### config.mk
export PLATFORM = sky130hd
export DESIGN_NAME = imsic_msi_issue
export DESIGN_NICKNAME = d
export VERILOG_FILES = /design/src/rtl/imsic_msi_issue.sv
export SDC_FILE = /design/constraint.sdc
export NUM_CORES = 1
export LEC_CHECK = 0
export ABC_CLOCK_PERIOD_IN_PS = 2650
export BUFFER_PORTS_ARGS = -buffer_cell sky130_fd_sc_hd__buf_4
export CORE_ASPECT_RATIO = 2
export CORE_MARGIN = 8
export CORE_UTILIZATION = 45
export DETAILED_ROUTE_END_ITERATION = 6
export PLACE_DENSITY = 0.7
export REMOVE_ABC_BUFFERS = 1
export SETUP_SLACK_MARGIN = 0.2
export SYNTH_ARGS = -nofsm -noshare
export SYNTH_HDL_FRONTEND = slang
export SYNTH_SLANG_ARGS = --single-unit
### constraint.sdc
create_clock -name clk -period 2.65 [get_ports clk]
set_clock_uncertainty 0.2 [all_clocks]
set_input_delay 0.1325 -clock clk [delete_from_list [all_inputs] [get_ports clk]]
set_output_delay 0.1325 -clock clk [all_outputs]
set_load 0.01 [all_outputs]
### src/rtl/imsic_msi_issue.sv
// MSI issue stage: filters setipnum writes, queues legal ones and replays each as a
// fixed-width valid pulse followed by an info hold window. Optional drop counter: IMSIC_MSI_DROP_CNT_EN.
module imsic_msi_issue #(
  parameter int NR_INTP_FILES  = 7,
  parameter int NR_HARTS       = 4,
  parameter int NR_HARTS_WIDTH = 2,
  parameter int NR_SRC         = 32,
  parameter int MSI_INFO_WIDTH = 17,
  parameter int FIFO_DEPTH     = 4,
  parameter int VLD_HIGH       = 4,
  parameter int INFO_HOLD      = 8
) (
  input  logic                           clk,
  input  logic                           rstn,
  input  logic                           i_wr_vld,
  output logic                           o_wr_rdy,
  input  logic [NR_HARTS_WIDTH-1:0]      i_wr_hart,
  input  logic [$clog2(NR_INTP_FILES)-1:0] i_wr_file,
  input  logic [31:0]                    i_wr_data,
  output logic [MSI_INFO_WIDTH-1:0]      o_msi_info,
  output logic                           o_msi_info_vld,
  output logic                           o_busy
`ifdef IMSIC_MSI_DROP_CNT_EN
  ,
  output logic [15:0]                    o_drop_cnt
`endif
);

  localparam int NR_SRC_WIDTH    = $clog2(NR_SRC);
  localparam int INTP_FILE_WIDTH = $clog2(NR_INTP_FILES);
  localparam int AW              = $clog2(FIFO_DEPTH);
  localparam int CNT_MAX         = (VLD_HIGH > INFO_HOLD) ? VLD_HIGH : INFO_HOLD;
  localparam int CNT_W           = (CNT_MAX > 1) ? $clog2(CNT_MAX) : 1;

  localparam logic [AW:0]      PTR_ONE = 1;
  localparam logic [CNT_W-1:0] CNT_ONE = 1;

  if (MSI_INFO_WIDTH < NR_HARTS_WIDTH + INTP_FILE_WIDTH + NR_SRC_WIDTH) begin : g_chk_width
    $error("MSI_INFO_WIDTH too small for hart/file/identity fields");
  end
  if (FIFO_DEPTH < 2 || (FIFO_DEPTH & (FIFO_DEPTH - 1)) != 0) begin : g_chk_depth
    $error("FIFO_DEPTH must be a power of two and at least 2");
  end
  if (VLD_HIGH < 1 || INFO_HOLD < 1) begin : g_chk_timing
    $error("VLD_HIGH and INFO_HOLD must be at least 1");
  end

  typedef enum logic [1:0] {
    S_IDLE = 2'd0,
    S_HIGH = 2'd1,
    S_HOLD = 2'd2
  } state_e;

  logic [MSI_INFO_WIDTH-1:0] mem_q [FIFO_DEPTH];
  logic [AW:0]               wr_ptr_q, wr_ptr_d;
  logic [AW:0]               rd_ptr_q, rd_ptr_d;
  logic                      fifo_full, fifo_empty;
  logic                      accept, legal, push, pop;
  logic                      hart_ok, file_ok, data_ok;
  logic [MSI_INFO_WIDTH-1:0] wr_info;

  state_e                    state_q;
  logic [CNT_W-1:0]          cnt_q;
  logic [MSI_INFO_WIDTH-1:0] info_q;
  logic                      vld_q;

  // Pointers carry an extra wrap bit so full and empty are distinguishable.
  assign fifo_empty = (wr_ptr_q == rd_ptr_q);
  assign fifo_full  = (wr_ptr_q[AW-1:0] == rd_ptr_q[AW-1:0]) && (wr_ptr_q[AW] != rd_ptr_q[AW]);

  assign o_wr_rdy = ~fifo_full;
  assign accept   = i_wr_vld & ~fifo_full;

  assign hart_ok = int'(i_wr_hart) < NR_HARTS;
  assign file_ok = int'(i_wr_file) < NR_INTP_FILES;
  assign data_ok = (i_wr_data != '0) && (i_wr_data < $unsigned(NR_SRC));
  assign legal   = hart_ok & file_ok & data_ok;
  assign push    = accept & legal;
  assign pop     = (state_q == S_IDLE) && !fifo_empty;

  always_comb begin
    wr_info = '0;
    wr_info[MSI_INFO_WIDTH-1 -: NR_HARTS_WIDTH] = i_wr_hart;
    wr_info[NR_SRC_WIDTH +: INTP_FILE_WIDTH]    = i_wr_file;
    wr_info[NR_SRC_WIDTH-1:0]                   = i_wr_data[NR_SRC_WIDTH-1:0];
  end

  always_comb begin
    wr_ptr_d = push ? (wr_ptr_q + PTR_ONE) : wr_ptr_q;
    rd_ptr_d = pop  ? (rd_ptr_q + PTR_ONE) : rd_ptr_q;
  end

  // Storage needs no reset: the pointers alone decide what is valid.
  always_ff @(posedge clk) begin
    if (push) begin
      mem_q[wr_ptr_q[AW-1:0]] <= wr_info;
    end
  end

  always_ff @(posedge clk or negedge rstn) begin
    if (!rstn) begin
      wr_ptr_q <= '0;
      rd_ptr_q <= '0;
    end else begin
      wr_ptr_q <= wr_ptr_d;
      rd_ptr_q <= rd_ptr_d;
    end
  end

  always_ff @(posedge clk or negedge rstn) begin
    if (!rstn) begin
      state_q <= S_IDLE;
      cnt_q   <= '0;
      info_q  <= '0;
      vld_q   <= 1'b0;
    end else begin
      case (state_q)
        S_IDLE: begin
          if (!fifo_empty) begin
            info_q  <= mem_q[rd_ptr_q[AW-1:0]];
            vld_q   <= 1'b1;
            cnt_q   <= CNT_W'(VLD_HIGH - 1);
            state_q <= S_HIGH;
          end
        end
        S_HIGH: begin
          if (cnt_q == '0) begin
            vld_q   <= 1'b0;
            cnt_q   <= CNT_W'(INFO_HOLD - 1);
            state_q <= S_HOLD;
          end else begin
            cnt_q <= cnt_q - CNT_ONE;
          end
        end
        S_HOLD: begin
          // info_q is deliberately left alone so the gate can sample it late.
          if (cnt_q == '0) begin
            state_q <= S_IDLE;
          end else begin
            cnt_q <= cnt_q - CNT_ONE;
          end
        end
        default: begin
          state_q <= S_IDLE;
          vld_q   <= 1'b0;
        end
      endcase
    end
  end

  assign o_msi_info     = info_q;
  assign o_msi_info_vld = vld_q;
  assign o_busy         = ~fifo_empty | (state_q != S_IDLE);

`ifdef IMSIC_MSI_DROP_CNT_EN
  logic [15:0] drop_cnt_q, drop_cnt_d;

  always_comb begin
    drop_cnt_d = drop_cnt_q;
    if (accept && !legal && (drop_cnt_q != 16'hFFFF)) begin
      drop_cnt_d = drop_cnt_q + 16'd1;
    end
  end

  always_ff @(posedge clk or negedge rstn) begin
    if (!rstn) begin
      drop_cnt_q <= '0;
    end else begin
      drop_cnt_q <= drop_cnt_d;
    end
  end

  assign o_drop_cnt = drop_cnt_q;
`endif

endmodule

==> results of run 1 <==
## worst min-delay path by stage
stage / slack (ns) / end / start
final: 0.05 / state_q[1]$_DFFE_PN0P_ / rstn
after global routing: 0.08 / wr_ptr_q[2]$_DFFE_PN0P_ / i_wr_data[31]
after CTS: 0.05 / state_q[1]$_DFFE_PN0P_ / rstn
after detailed placement: -0.15 / state_q[1]$_DFFE_PN0P_ / rstn
after global placement: -0.15 / state_q[1]$_DFFE_PN0P_ / rstn
after floorplan: -0.36 / cnt_q[0]$_DFFE_PN0P_ / rstn
## critical path: cells and delay by family (launching register included)
| family | cells | cell delay (ns) |
|---|---|---|
| AO/OA/AOI/OAI | 1 | 0.25 |
| flip-flops | 1 | 0.44 |
| buffers and inverters | 1 | 0.38 |
| AND/OR/NAND/NOR | 2 | 0.34 |
| XOR/XNOR | 1 | 0.16 |
## flip-flops by register name, summed over array words and instances (netlist names)
signal	cells
state_q	2
o_msi_info	10
rd_ptr_q	3
mem_q	40
o_msi_info_vld	1
wr_ptr_q	3
cnt_q	3
## where the power goes
| group | leakage (nW) | internal, W | total, W | switching, W |
|---|---|---|---|---|
| sequential | 0.667 | 0.00103 | 0.00103 | 0.000000000570 |
| clock | 0.143 | 0.000719 | 0.00109 | 0.000370 |
| combinational | 0.719 | 0.0000492 | 0.0000805 | 0.0000314 |
## per-stage QoR
stage          cells  power [W]  cell area [um2]  util [%]  hold slack (ns)
2_1_floorplan    172    0.00106             2690         -           -0.363
3_3_place_gp     293    0.00112             3200      53.8           -0.153
3_5_place_dp     293    0.00112             3200      53.8           -0.151
4_1_cts          320    0.00223             3600      60.4           0.0503
5_1_grt          320    0.00228             3600      60.4           0.0756
6_report         320    0.00220             3600      60.4           0.0537
## synthesized netlist by cell type, types with 5 or more instances
master	count
a21oi_1	14
buf_4	7
dfrtp_1	22
edfxtp_1	40
ha_1	10
inv_1	12
mux2_2	11
mux4_2	10
nand2_1	7
nor2_1	5
nor4_1	5
xnor2_1	7
## per-layer routing
metal	GRT usage [%]	share of wire, %
met5	0	0
met4	6.30	0.50
met3	4.26	3.8
met2	24.0	59
met1	12.4	36
## repair_timing
| item | 4_1_cts | 5_1_grt |
|---|---|---|
| hold buffers | 11 | 0 |
| setup endpoints to repair | 0 | 0 |
| resized for setup | 0 | 0 |
| hold endpoints to repair | 62 | 0 |
## layout make-up
class	instances	area [um2]	share of cell area, %
sequential	62	1750	48.7
multi-input combinational	98	893	24.8
timing repair buffer	69	546	15.2
clock buffer	11	233	6.47
tap	63	78.8	2.19
clock inverter	5	50.0	1.39
inverter	12	45.0	1.25
## cells by family after synthesis
family,after synthesis
adders and majority gates,10
and+or+nand+nor,30
muxes,22
AOI/OAI and AO/OA,21
buffers and inverters,23
xor gates and xnor gates,8
other,1
DFF,62
==> results.cfg, run 1 <==
[synth]
netlist_area_mm2 = 0.00274
biggest_area_contributors_in_the_synthesized_netlist = edfxtp_1, dfrtp_1, mux4_2
post_synthesis_adder_cell_area_fraction_pct = 4.57
share_of_the_synthesized_area_in_compound_gates_ao_oa_aoi_oai_pct = 5.07
ys_dominant_reg_cell = edfxtp_1
asyncSetResetFlopFracSynth_pct = 35.5
sequential_area_share_after_synthesis_pct = 64.0
synth-edff-count = 40
synth_area_per_cell_um2 = 15.5
synth_xor_xnor_area_share_pct = 2.56
synth-simple-area-share_pct = 6.17
yosys.cell_types.count = 34
synth.top_cell.area_share_pct = 43.9
postSynthRegisterBits = 62
yosys_warnings = 0
muxShareOfSynthArea_pct = 13.3
synth_top_area_cell = edfxtp_1
post_synthesis_cell_count = 177
synth_top_family_by_area = multiplexers

[worst_setup_path]
startpoint = wr_ptr_q[0]$_DFFE_PN0P_
critical_path.max_fanout = 10
path_class = reg2reg
timing.critical_path.to_type = flip-flop
required_time_worst_endpoint_ns = 2.41
crit_end = mem_q[3][1]$_DFFE_PP_
critical_path.slowest_cell = dfrtp_1
worst-r2r-setup-slack_ns = 0.52
critical_path_data_arrival_time_ns = 1.89
cells_along_the_critical_path = xnor2_1 > and2_1 > a21oi_1 > nand4_1 > inv_1
cpPeakStageDelay_ns = 0.44
worstReg2RegEnd = mem_q[3][1]$_DFFE_PP_
crit_path_start_kind = flip-flop
worst-r2r-cell-count = 5
rr_startpoint = wr_ptr_q[0]$_DFFE_PN0P_

[global_route]
gr-usage-all-layers_pct = 13.0
grt_pass1_wl_um = 8960
grt_pass1_vias = 1919
globalRouteOverflowTotal = 0
number_of_antenna_violations_at_the_first_check_in_global_routing = 0
grt_max_degree = 23

[placed_design]
dp_slack_ns = 0.462
port_buffers = 52
post-dp-hpwl_um = 3970
place.gp.congestion = 0.758

[detailed_routing]
drt_iter0_markers = 45
detail_route.vias_per_cell = 5.20
wirelength_um = 5410
drt_drc_violations_left = 0
wl_per_cell_um = 16.9
routed-via-count = 1665
firstDrtPassIters = 4
postRouteAntennaNets = 0

[floorplanning]
core_area_mm2 = 0.00596
ioPinCount = 60
die_w_um = 71.2
floorplan.die.height_um = 126
rows = 40
floorplan.initialDensity_pct = 46.0
floorplan.die_area_mm2 = 0.00899

[cts]
ctsRootBufferMaster = clkbuf_16
cts_num_sinks = 62
cts.repair_timing.setup_buffer_count = 0
deepest_clock_path_buffer_count = 2
clk_pin_slew_worst_paths_ns = 0.05
htree_num_levels = 3
clk-insertion-delay-late_ns = 0.32
numCtsBuffers = 9
tritoncts = done

[sta]
final_min_period_over_clock_period_pct = 80.4
tightest_slew_ns = 0.507
finalCriticalPeriod_ns = 2.13
final_max_slew_viol_count = 0
setup_tns_ns = 0
max-slew-margin-rel_pct = 66.1
setup_slack_ns = 0.520
report.final.hold_viol_count = 0
rsz0062_at_grt = false
timing.final.setup_violations = 0
max_freq_mhz = 469

[finish]
insertedDiodeCount = 0
fill_cells = 463
num-nets-final = 302
share_of_final_layout_standard_cells_stronger_than_drive_strength_1_pct = 38.1
mostFrequentLayoutCell = buf_4
most_used_cells_in_the_layout_excluding_fill_and_tap_cells = buf_4, edfxtp_1, dfrtp_1
area_growth_pct = 31.4

[worst_hold_path]
holdCritPathClass = in2async

[power_and_ir_drop]
static-leakage-power_nw = 1.53
power-per-cell-area_mw_per_mm2 = 612
vdd_ir_drop_max_mv = 0.499

[run_status]
outcome = finished, final reports clean

[run]
cap_viol_max_count = 0
(Power assumes the default switching activity.)
==> inputs of run 2 (changes only) <==
- ABC_AREA: default -> 1
- ABC_CLOCK_PERIOD_IN_PS: 2650 -> 2000
- PLACE_DENSITY: 0.7 -> 0.69
- clock period: 2.65 -> 2 ns (I/O delays scaled with it)
==> run 2 against run 1 <==
The flow now finishes with violations (negative hold slack); core utilization rose by 3.0 points; total power increased by 42%; register-to-register slack lost 0.32 ns; critical path depth is 4 higher; cell count grew 56%; synthesized area increased by 11%; critical path type unchanged; largest cell class unchanged.
==> results.cfg, run 2 <==
[finish]
finish.utilization_pct = 63.4
area_growth_pct = 36.7
fill_cells = 556
num-nets-final = 455
instances_no_fill = 498
share_of_final_layout_standard_cells_stronger_than_drive_strength_1_pct = 31.5
insertedDiodeCount = 0
mostFrequentLayoutCell = buf_4
multiInputGateArea_mm2 = 0.00113
max_ffs_per_register = 40
seq_area_mm2 = 0.00175
most_used_cells_in_the_layout_excluding_fill_and_tap_cells = buf_4, nand2_1, nor2_1

[power_and_ir_drop]
total_power_w = 0.00312
static-leakage-power_nw = 1.87
power-per-cell-area_mw_per_mm2 = 751
vdd_ir_drop_max_mv = 0.654

[worst_setup_path]
critical_path_data_arrival_time_ns = 1.65
worstReg2RegEnd = mem_q[1][9]$_DFFE_PP_
crit_path_start_kind = flip-flop
worst-r2r-setup-slack_ns = 0.20
worst-r2r-cell-count = 9
critical_path.max_fanout = 5
required_time_worst_endpoint_ns = 1.85
timing.critical_path.to_type = flip-flop
path_class = reg2reg
rr_startpoint = wr_ptr_q[1]$_DFFE_PN0P_

[synth]
synth.top_cell.area_share_pct = 39.5
synth_top_family_by_area = simple AND/OR/NAND/NOR gates
share_of_the_synthesized_area_in_compound_gates_ao_oa_aoi_oai_pct = 7.44
asyncSetResetFlopFracSynth_pct = 35.5
synth.cells.most_frequent = nand2_1, nor2_1, edfxtp_1, inv_1, o21ai_0
post_synthesis_cell_count = 314
synth-edff-count = 40
sequential_area_share_after_synthesis_pct = 57.5
yosysMostFrequentCell = nand2_1
post_synthesis_adder_cell_area_fraction_pct = 4.11
biggest_area_contributors_in_the_synthesized_netlist = edfxtp_1, dfrtp_1, nand2_1
yosys.cell_types.count = 30
synth_xor_xnor_area_share_pct = 0.863
netlist_area_mm2 = 0.00304
yosys_warnings = 0
synth_top_area_cell = edfxtp_1
synth-simple-area-share_pct = 22.1
ys_dominant_reg_cell = edfxtp_1
synth_area_per_cell_um2 = 9.69
postSynthRegisterBits = 62
muxShareOfSynthArea_pct = 0

[global_route]
grt_max_degree = 23
grt_pass1_wl_um = 11400
globalRouteOverflowTotal = 0
gr-usage-all-layers_pct = 15.4
number_of_antenna_violations_at_the_first_check_in_global_routing = 0
grt_pass1_vias = 2432

[detailed_routing]
firstDrtPassIters = 4
wirelength_um = 7080
detail_route.vias_per_cell = 4.80
drt_drc_violations_left = 0
wl_per_cell_um = 14.2
routed-via-count = 2391
drt_iter0_markers = 74
postRouteAntennaNets = 0

[sta]
rsz0062_at_grt = true
final_max_slew_viol_count = 0
final.hold.worst_slack_ns = -0.00516
setup_slack_ns = 0.198
finalCriticalPeriod_ns = 1.80
timing.final.setup_violations = 0
final_min_period_over_clock_period_pct = 90.1
max_freq_mhz = 555
report.final.hold_viol_count = 10

[run_status]
outcome = finished, violations left
violations = negative hold slack

[cts]
htree_num_levels = 3
cts_num_sinks = 62
clk_pin_slew_worst_paths_ns = 0.05
deepest_clock_path_buffer_count = 2
tritoncts = done
clk-insertion-delay-late_ns = 0.33
ctsRootBufferMaster = clkbuf_16
numCtsBuffers = 9

[floorplanning]
floorplan.die_area_mm2 = 0.00981
floorplan.die.height_um = 132
rows = 42
ioPinCount = 60
floorplan.initialDensity_pct = 46.3
die_w_um = 74.2
core_area_mm2 = 0.00657

[placed_design]
dp_slack_ns = 0.118
port_buffers = 52
dp.cells = 453
post-dp-hpwl_um = 5060
place.gp.congestion = 0.815

[worst_hold_path]
holdCritPathClass = in2async

[run]
cap_viol_max_count = 0
## run 2: final cells by class
cell class,count,area share [%]
repair buffers,89,17.4
multi-input cells,210,27.1
clock inverters,6,2.04
clock buffers,10,5.50
well taps,88,2.65
flip-flops and latches,62,42.1
inverters,33,3.22
## run 2: kinds of logic after synthesis
family	Yosys count
fa+ha+maj	10
flops	62
compound gates	42
simple gates	148
other cells	1
xor+xnor	3
buf+inv	48
## run 2: how the worst max path moves through the flow
stage / start / endpoint / slack, ns / depth (start not counted)
final: wr_ptr_q[1]$_DFFE_PN0P_ / mem_q[1][9]$_DFFE_PP_ / 0.20 / 9
after global routing: wr_ptr_q[1]$_DFFE_PN0P_ / mem_q[1][1]$_DFFE_PP_ / 0.12 / 9
after CTS: wr_ptr_q[0]$_DFFE_PN0P_ / mem_q[3][7]$_DFFE_PP_ / 0.21 / 9
after global placement: wr_ptr_q[0]$_DFFE_PN0P_ / mem_q[0][7]$_DFFE_PP_ / 0.19 / 9
after floorplan: rd_ptr_q[0]$_DFFE_PN0P_ / mem_q[0][0]$_DFFE_PP_ / -0.42 / 8
after detailed placement: wr_ptr_q[1]$_DFFE_PN0P_ / mem_q[3][6]$_DFFE_PP_ / 0.12 / 9
## run 2: what timing repair did
action                                  in CTS  in global routing
cloned                                       3                  1
gates resized for setup                     16                 13
pin swaps                                    3                  8
setup buffers                                6                  8
endpoints found under the setup margin      40                 42
hold buffers                                11                  0
endpoints found under the hold margin       62                  0
## run 2: through the flow
stage          instance area (um2)  TNS (ns)
4_1_cts                       4060         0
2_1_floorplan                 2960    -16.83
6_report                      4160         0
3_5_place_dp                  3520         0
5_1_grt                       4160         0
3_3_place_gp                  3520         0
## run 2: worst max-delay path, cell delays in order, from the launching register on
cell and delay (ns):
dfrtp_1 0.39, inv_2 0.07, nand2_1 0.07, nand2_2 0.08, nand3_4 0.08, inv_2 0.05, nor2_4 0.14, nand2_4 0.12
nor2_4 0.17, buf_6 0.15
## run 2: where the power goes
group / leakage (nW) / switching [W] / internal (W)
Sequential: 0.624 / 0.0000000000118 / 0.00137
Clock: 0.152 / 0.000544 / 0.00109
Combinational: 1.10 / 0.0000542 / 0.0000715
## run 2: routing by layer
layer	vias to the layer above	part of all wire (%)	GRT usage (%)
met5	-	0	0
met1	1113	37	14.8
met4	0	3.1	9.30
met3	17	4.3	3.73
met2	68	56	27.4
li1	1193	-	-
